[src/rtl/int_branch_resolver.sv]
// Integer branch resolver: registers per-lane branch results, raises a single
// recovery request for the oldest retiring mispredict, and queues every
// retiring branch into a predictor-update FIFO.
module int_branch_resolver #(
    parameter int unsigned LANES      = 2,
    parameter int unsigned FIFO_DEPTH = 4,
    parameter int unsigned PC_W       = 32,
    parameter int unsigned ALPTR_W    = 6
) (
    input  logic                       clk,
    input  logic                       rst,
    input  logic                       stall,
    input  logic                       clear,
    input  logic [LANES-1:0]           flush_i,
    input  logic [LANES-1:0]           br_valid_i,
    input  logic [LANES-1:0]           br_mispred_i,
    input  logic [LANES-1:0]           br_taken_i,
    input  logic [LANES-1:0]           br_is_cond_i,
    input  logic [LANES*PC_W-1:0]      br_addr_i,
    input  logic [LANES*PC_W-1:0]      br_next_i,
    input  logic [LANES*ALPTR_W-1:0]   br_alptr_i,
    input  logic [ALPTR_W-1:0]         al_head_i,
    output logic                       rec_req_o,
    output logic [ALPTR_W-1:0]         rec_ptr_o,
    output logic [PC_W-1:0]            rec_target_o,
    input  logic                       rec_ack_i,
    output logic                       upd_valid_o,
    input  logic                       upd_ready_i,
    output logic [PC_W-1:0]            upd_pc_o,
    output logic                       upd_taken_o,
    output logic                       upd_cond_o,
    output logic                       stall_req_o
);

    localparam int unsigned PTR_W  = (FIFO_DEPTH > 1) ? $clog2(FIFO_DEPTH) : 1;
    localparam int unsigned CNT_W  = $clog2(FIFO_DEPTH + 1);
    localparam int unsigned LCNT_W = $clog2(LANES + 1);

    typedef enum logic {StIdle, StReq} state_e;

    // Stage register
    logic [LANES-1:0]         valid_q, valid_d;
    logic [LANES-1:0]         mispred_q, mispred_d;
    logic [LANES-1:0]         taken_q, taken_d;
    logic [LANES-1:0]         cond_q, cond_d;
    logic [LANES*PC_W-1:0]    addr_q, addr_d;
    logic [LANES*PC_W-1:0]    next_q, next_d;
    logic [LANES*ALPTR_W-1:0] alptr_q, alptr_d;
    logic [LANES-1:0]         retire;

    // Recovery FSM
    state_e                   state_q, state_d;
    logic [ALPTR_W-1:0]       rec_ptr_q, rec_ptr_d;
    logic [PC_W-1:0]          rec_tgt_q, rec_tgt_d;
    logic                     mp_found;
    logic [ALPTR_W-1:0]       mp_age;
    logic [ALPTR_W-1:0]       mp_ptr;
    logic [PC_W-1:0]          mp_tgt;
    logic [ALPTR_W-1:0]       lane_age;
    logic [ALPTR_W-1:0]       pend_age;

    // Update FIFO
    logic [PC_W-1:0]          mem_pc    [FIFO_DEPTH];
    logic                     mem_taken [FIFO_DEPTH];
    logic                     mem_cond  [FIFO_DEPTH];
    logic [PTR_W-1:0]         wr_ptr_q, wr_ptr_d;
    logic [PTR_W-1:0]         rd_ptr_q, rd_ptr_d;
    logic [CNT_W-1:0]         count_q, count_d;
    logic [LCNT_W-1:0]        push_cnt;
    logic [PTR_W-1:0]         wr_idx    [LANES];
    logic                     pop;

    // Stage capture when not stalled; clear and flush kill the incoming lane
    always_comb begin
        valid_d   = valid_q;
        mispred_d = mispred_q;
        taken_d   = taken_q;
        cond_d    = cond_q;
        addr_d    = addr_q;
        next_d    = next_q;
        alptr_d   = alptr_q;
        if (!stall) begin
            valid_d   = br_valid_i & ~flush_i & ~{LANES{clear}};
            mispred_d = br_mispred_i;
            taken_d   = br_taken_i;
            cond_d    = br_is_cond_i;
            addr_d    = br_addr_i;
            next_d    = br_next_i;
            alptr_d   = br_alptr_i;
        end
    end

    // A held lane retires only on the cycle the stall drops
    assign retire = valid_q & {LANES{~stall}};

    // Find the oldest retiring mispredict; ties go to the lower lane
    always_comb begin
        mp_found = 1'b0;
        mp_age   = '0;
        mp_ptr   = '0;
        mp_tgt   = '0;
        lane_age = '0;
        for (int l = 0; l < LANES; l++) begin
            lane_age = alptr_q[l*ALPTR_W +: ALPTR_W] - al_head_i;
            if (retire[l] && mispred_q[l] && (!mp_found || (lane_age < mp_age))) begin
                mp_found = 1'b1;
                mp_age   = lane_age;
                mp_ptr   = alptr_q[l*ALPTR_W +: ALPTR_W];
                mp_tgt   = next_q[l*PC_W +: PC_W];
            end
        end
    end

    assign pend_age = rec_ptr_q - al_head_i;

    // Recovery FSM next state: latch, replace-if-older, or release on ack
    always_comb begin
        state_d   = state_q;
        rec_ptr_d = rec_ptr_q;
        rec_tgt_d = rec_tgt_q;
        if (clear) begin
            state_d = StIdle;
        end else begin
            case (state_q)
                StIdle: begin
                    if (mp_found) begin
                        state_d   = StReq;
                        rec_ptr_d = mp_ptr;
                        rec_tgt_d = mp_tgt;
                    end
                end
                StReq: begin
                    if (rec_ack_i) begin
                        if (mp_found) begin
                            rec_ptr_d = mp_ptr;
                            rec_tgt_d = mp_tgt;
                        end else begin
                            state_d = StIdle;
                        end
                    end else if (mp_found && (mp_age < pend_age)) begin
                        rec_ptr_d = mp_ptr;
                        rec_tgt_d = mp_tgt;
                    end
                end
                default: state_d = StIdle;
            endcase
        end
    end

    // Pack retiring lanes into consecutive FIFO slots, lower lane first
    always_comb begin
        push_cnt = '0;
        for (int l = 0; l < LANES; l++) begin
            wr_idx[l] = wr_ptr_q + PTR_W'(push_cnt);
            if (retire[l]) begin
                push_cnt = push_cnt + LCNT_W'(1);
            end
        end
    end

    assign pop = upd_valid_o & upd_ready_i;

    // FIFO pointer and occupancy update
    always_comb begin
        wr_ptr_d = wr_ptr_q + PTR_W'(push_cnt);
        rd_ptr_d = rd_ptr_q + PTR_W'(pop);
        count_d  = count_q + CNT_W'(push_cnt) - CNT_W'(pop);
    end

    // State registers with asynchronous reset
    always_ff @(posedge clk or negedge rst) begin
        if (!rst) begin
            valid_q   <= '0;
            mispred_q <= '0;
            taken_q   <= '0;
            cond_q    <= '0;
            addr_q    <= '0;
            next_q    <= '0;
            alptr_q   <= '0;
            state_q   <= StIdle;
            rec_ptr_q <= '0;
            rec_tgt_q <= '0;
            wr_ptr_q  <= '0;
            rd_ptr_q  <= '0;
            count_q   <= '0;
        end else begin
            valid_q   <= valid_d;
            mispred_q <= mispred_d;
            taken_q   <= taken_d;
            cond_q    <= cond_d;
            addr_q    <= addr_d;
            next_q    <= next_d;
            alptr_q   <= alptr_d;
            state_q   <= state_d;
            rec_ptr_q <= rec_ptr_d;
            rec_tgt_q <= rec_tgt_d;
            wr_ptr_q  <= wr_ptr_d;
            rd_ptr_q  <= rd_ptr_d;
            count_q   <= count_d;
        end
    end

    // FIFO storage; contents are only meaningful under count_q
    always_ff @(posedge clk) begin
        for (int l = 0; l < LANES; l++) begin
            if (retire[l]) begin
                mem_pc[wr_idx[l]]    <= addr_q[l*PC_W +: PC_W];
                mem_taken[wr_idx[l]] <= taken_q[l];
                mem_cond[wr_idx[l]]  <= cond_q[l];
            end
        end
    end

    assign rec_req_o    = (state_q == StReq);
    assign rec_ptr_o    = rec_ptr_q;
    assign rec_target_o = rec_tgt_q;

    assign upd_valid_o  = (count_q != '0);
    assign upd_pc_o     = mem_pc[rd_ptr_q];
    assign upd_taken_o  = mem_taken[rd_ptr_q];
    assign upd_cond_o   = mem_cond[rd_ptr_q];

    // Request back-pressure once a full cycle of pushes might not fit
    assign stall_req_o  = ((int'(FIFO_DEPTH) - int'(count_q)) < int'(LANES));

endmodule
[config.mk]
export PLATFORM = sky130hd
export DESIGN_NAME = int_branch_resolver
export DESIGN_NICKNAME = d
export VERILOG_FILES = /design/src/rtl/int_branch_resolver.sv
export SDC_FILE = /design/constraint.sdc
export NUM_CORES = 1
export LEC_CHECK = 0
export CORE_UTILIZATION = 30
export CTS_CLUSTER_SIZE = 14
export DETAILED_ROUTE_END_ITERATION = 16
export GPL_TIMING_DRIVEN = 0
export PLACE_DENSITY = 0.59
export SYNTH_ARGS = -nofsm -noshare
export SYNTH_HDL_FRONTEND = slang
export SYNTH_SLANG_ARGS = --single-unit
[constraint.sdc]
create_clock -name clk -period 6.7 [get_ports clk]
set_clock_uncertainty 0.2 [all_clocks]
set_input_delay 0.67 -clock clk [delete_from_list [all_inputs] [get_ports clk]]
set_output_delay 0.67 -clock clk [all_outputs]
set_load 0.03 [all_outputs]
==> impl_summary.log <==
[metrics] status: finished, final reports clean
[metrics] footprint of the multi-input gates: 5920 um^2
[metrics] leak pwr: 0.00748 uW
[metrics] count of buffers from port buffering: 236
[metrics] endpoint of the most critical setup path: rec_target_o[16]$_DFFE_PN0P_
[metrics] worst-case vdd ir drop: 0.172 mV
[metrics] post-synth net total: 1153
[metrics] placed wire-length estimate: 27400 um
[metrics] largest area contributor in the netlist: sky130_fd_sc_hd__dfrtp_1
[metrics] via count normalized by instance count: 4.79
[metrics] total power per unit cell area: 326 nW/um^2
[metrics] worst reg2reg endpoint: rec_target_o[16]$_DFFE_PN0P_
[metrics] most common cell after layout, fill and taps aside: sky130_fd_sc_hd__mux2_2
[metrics] setup repair bufs after CTS: 0
[metrics] final setup fails: 0
[metrics] EDFF count, synth: 136
[metrics] internal reg-to-reg setup slack: 1.12 ns
[metrics] # rows: 81
[metrics] count of distinct cell types in the synthesized netlist: 48
[metrics] initial cell density of the core: 0.307
[metrics] nature of the critical path startpoint: input port
[metrics] number of DRC violations after detailed-routing iteration 0: 400
[metrics] root cell of the clock tree: sky130_fd_sc_hd__clkbuf_16
[metrics] Netlist Area Pre-Place: 15100 um^2
[metrics] die outline height: 227 um
[metrics] sum of negative setup slack: 0 ns
[metrics] DRC: 0
[metrics] final-layout fill cell count: 4652
[metrics] maximum number of pins on one net before global-route repair: 101
[metrics] Hold/Removal Path Class: reg -> reg
[metrics] prevailing post-synth register cell: sky130_fd_sc_hd__dfrtp_1
[metrics] DP Area: 18500 um^2
[metrics] maximum fanout along the worst path: 10
[metrics] final hold vios: 0
[metrics] ports placed on the boundary: 237
[metrics] clock insertion delay at the later pin of the skew report: 0.55 ns
[metrics] start point of the critical path: al_head_i[1]
[metrics] average wire length per cell after detail routing: 20.7 um
[metrics] number of inserted diodes: 0
[metrics] combined flip-flop and latch cell area: 8940 um^2
[metrics] clk slew on worst S/H paths: 0.06 ns
[metrics] portion of the clock cycle consumed by the worst path in the final layout: 0.881
[metrics] FF-to-FF Start: alptr_q[7]$_DFFE_PN0N_
[metrics] net count of the finished layout: 1437
[metrics] floorplan core area: 49400 um^2
[metrics] routability cong.: 0.773
[metrics] number of nets with antenna violations after detailed routing: 0
[metrics] average cell area after synthesis: 15.9 um^2
[metrics] detailed-route via count: 9248
[metrics] start-to-end type of the worst setup path: in -> reg
[metrics] number of instances in the synthesized netlist: 953
[metrics] Post-Route Utilization: 0.400
[metrics] Total Wirelength: 39900 um
[metrics] die outline area: 51400 um^2
[metrics] CTS tree: built
[metrics] transition time at the pin with the least slew margin: 1.19 ns
[metrics] fraction of synthesized cell area taken by the top area cell type: 0.320
[metrics] post-synthesis register bit count: 330
[metrics] Worst slew margin: 0.205
[metrics] number of warnings printed during yosys synthesis: 0
[metrics] list of cells traversed by the critical path: clkdlybuf4s50_1 -> inv_1 -> ha_1 -> nor2b_1 -> o21a_1 -> o21a_1 -> nor2_1 -> ha_1 -> a2111oi_2 -> o21ai_1 -> a31oi_1 -> buf_2 -> clkbuf_1 -> o21ai_0 -> ha_1 -> a21o_1 -> a211oi_1 -> a21oi_1 -> a21oi_1 -> nand3_1 -> buf_2 -> buf_2 -> o2bb2ai_1
[metrics] first-pass iteration count of the detailed router: 5
[metrics] cell types occupying the most area after synthesis: sky130_fd_sc_hd__dfrtp_1 32%, sky130_fd_sc_hd__edfxtp_1 27%, sky130_fd_sc_hd__mux2_2 21%
[metrics] total clock buffers created by CTS: 40
[metrics] Syn-to-layout area delta: 30.2%
[metrics] H-tree depth: 2
[metrics] post-layout min period: 5.90 ns
[metrics] GRT Total Usage: 0.160
[metrics] delay of the slowest cell on the worst path: 0.46 ns
[metrics] commonest non-fill, non-tap cells in the layout: 282 x sky130_fd_sc_hd__mux2_2, 235 x sky130_fd_sc_hd__clkdlybuf4s50_1, 194 x sky130_fd_sc_hd__dfrtp_1, 136 x sky130_fd_sc_hd__edfxtp_1
[metrics] kind of end point of the critical path: flop
[metrics] Max-cap violations: 0
[metrics] share of post-route cells with drive strength above 1: 0.327
[metrics] number of global-route vias before repair: 10200
[metrics] TritonCTS sink count: 330
[metrics] required time at the worst-slack endpoint: 6.92 ns
[metrics] sequential share of the synthesized area: 0.590
[metrics] worst-case clock buffer depth: 3
[metrics] master of the slowest instance on the critical path: sky130_fd_sc_hd__clkdlybuf4s50_1
[metrics] area of all placed cells without fillers: 19700 um^2
[metrics] overall die width: 227 um
[metrics] data arrival time at the worst-slack endpoint: 6.12 ns
[metrics] cell depth of the worst flop-to-flop path: 21
[metrics] unrepaired setup endpoints after global routing: no
[metrics] Slew Limit Fails: 0
[metrics] number of antenna violations at the first check in global routing: 3
[metrics] Post-synth ARST share: 0.588
[metrics] overflow left after global routing: 0
[metrics] maximum clock rate: 0.169 GHz
[metrics] wire length of the first global-routing pass: 61500 um
-- registers in the layout (all words and copies together), names as in the netlist, 3 cells and up --
| register | cells |
|---|---|
| addr_q | 64 |
| alptr_q | 12 |
| count_q | 3 |
| mem_cond | 4 |
| mem_pc | 128 |
| mem_taken | 4 |
| next_q | 64 |
| rec_ptr_o | 6 |
| rec_target_o | 32 |
-- power breakdown --
group | internal (uW) | leakage (uW) | switching [uW]
clock | 1220 | 0.000604 | 851
sequential | 2350 | 0.00356 | 149
combinational | 895 | 0.00332 | 965
-- layout make-up --
class | count | share of cell area
timing repair buffer | 242 | 0.126
clock buffer | 55 | 0.0551
tap | 664 | 0.0421
inverter | 25 | 0.00476
clock inverter | 16 | 0.00755
buffer | 53 | 0.0114
multi-input combinational | 545 | 0.300
sequential | 330 | 0.453
-- how the worst min path moves through the flow --
stage / end / start / slack (ns) / cells past startpoint
after floorplan: addr_q[0]$_DFFE_PN0N_ / rst / 0.17 / 0
after global routing: rec_target_o[2]$_DFFE_PN0P_ / rec_target_o[2]$_DFFE_PN0P_ / 0.30 / 1
after global placement: rec_target_o[1]$_DFFE_PN0P_ / rec_target_o[1]$_DFFE_PN0P_ / 0.27 / 1
after detailed placement: rec_target_o[27]$_DFFE_PN0P_ / rec_target_o[27]$_DFFE_PN0P_ / 0.27 / 1
after CTS: rec_target_o[2]$_DFFE_PN0P_ / rec_target_o[2]$_DFFE_PN0P_ / 0.29 / 1
final: rec_target_o[0]$_DFFE_PN0P_ / rec_target_o[0]$_DFFE_PN0P_ / 0.29 / 1
-- critical path, delay by kind of cell --
kind | cells | cell delay (ns)
buf+inv | 6 | 1.77
fa+ha+maj | 3 | 0.97
compound gates | 11 | 2.21
simple gates | 3 | 0.48
-- metal layers --
layer	part of all wire	up-vias	GRT usage
met5	0.00090	-	0
met4	0.015	6	0.0390
met3	0.086	48	0.0575
met2	0.49	251	0.273
met1	0.41	4724	0.191
li1	-	4219	-
-- stage by stage --
| stage | power [uW] | instances | hold slack (ns) | setup slack, ns |
|---|---|---|---|---|
| 2_1_floorplan | 3660 | 953 | 0.174 | 1.56 |
| 3_3_place_gp | 4400 | 1853 | 0.272 | -4.12 |
| 3_5_place_dp | 4420 | 1858 | 0.274 | 0.213 |
| 4_1_cts | 6530 | 1930 | 0.295 | 0.770 |
| 5_1_grt | 6740 | 1930 | 0.301 | 0.196 |
| 6_report | 6420 | 1930 | 0.292 | 0.796 |
-- what timing repair did --
| action | CTS | global route |
|---|---|---|
| resized for setup | 0 | 0 |
| hold endpoints to repair | 79 | 0 |
| hold buffers | 1 | 0 |
-- cell usage after synthesis, types with 3 or more instances --
cell and count:
sky130_fd_sc_hd__buf_1 6, sky130_fd_sc_hd__o21ai_0 11, sky130_fd_sc_hd__fa_1 4, sky130_fd_sc_hd__clkbuf_1 28
sky130_fd_sc_hd__mux2_2 282, sky130_fd_sc_hd__ha_1 34, sky130_fd_sc_hd__o31ai_1 3, sky130_fd_sc_hd__nand3b_1 3
sky130_fd_sc_hd__mux4_2 34, sky130_fd_sc_hd__o2bb2ai_1 25, sky130_fd_sc_hd__dfrtp_1 194, sky130_fd_sc_hd__xor2_1 8
sky130_fd_sc_hd__a21o_1 8, sky130_fd_sc_hd__nand2_1 14, sky130_fd_sc_hd__buf_2 18, sky130_fd_sc_hd__nor2_1 10
sky130_fd_sc_hd__edfxtp_1 136, sky130_fd_sc_hd__mux2_4 10, sky130_fd_sc_hd__a22oi_1 27, sky130_fd_sc_hd__a22o_1 12
sky130_fd_sc_hd__a21oi_1 8, sky130_fd_sc_hd__inv_1 25, sky130_fd_sc_hd__nand2b_1 6, sky130_fd_sc_hd__nor2b_1 5
sky130_fd_sc_hd__xnor2_1 11
-- logic make-up (layout without fill, tap and decap cells) --
logic type	Yosys count	after routing	share of synthesized area
buffers and inverters	78	391	0.0211
AND/OR/NAND/NOR	47	47	0.0155
XOR/XNOR	19	19	0.0110
multiplexers	329	329	0.272
flip-flops	330	330	0.590
adder cells (fa/ha/maj)	38	38	0.0334
AO/OA/AOI/OAI	112	112	0.0568
No activity file was read; power rests on OpenSTA's default activity.
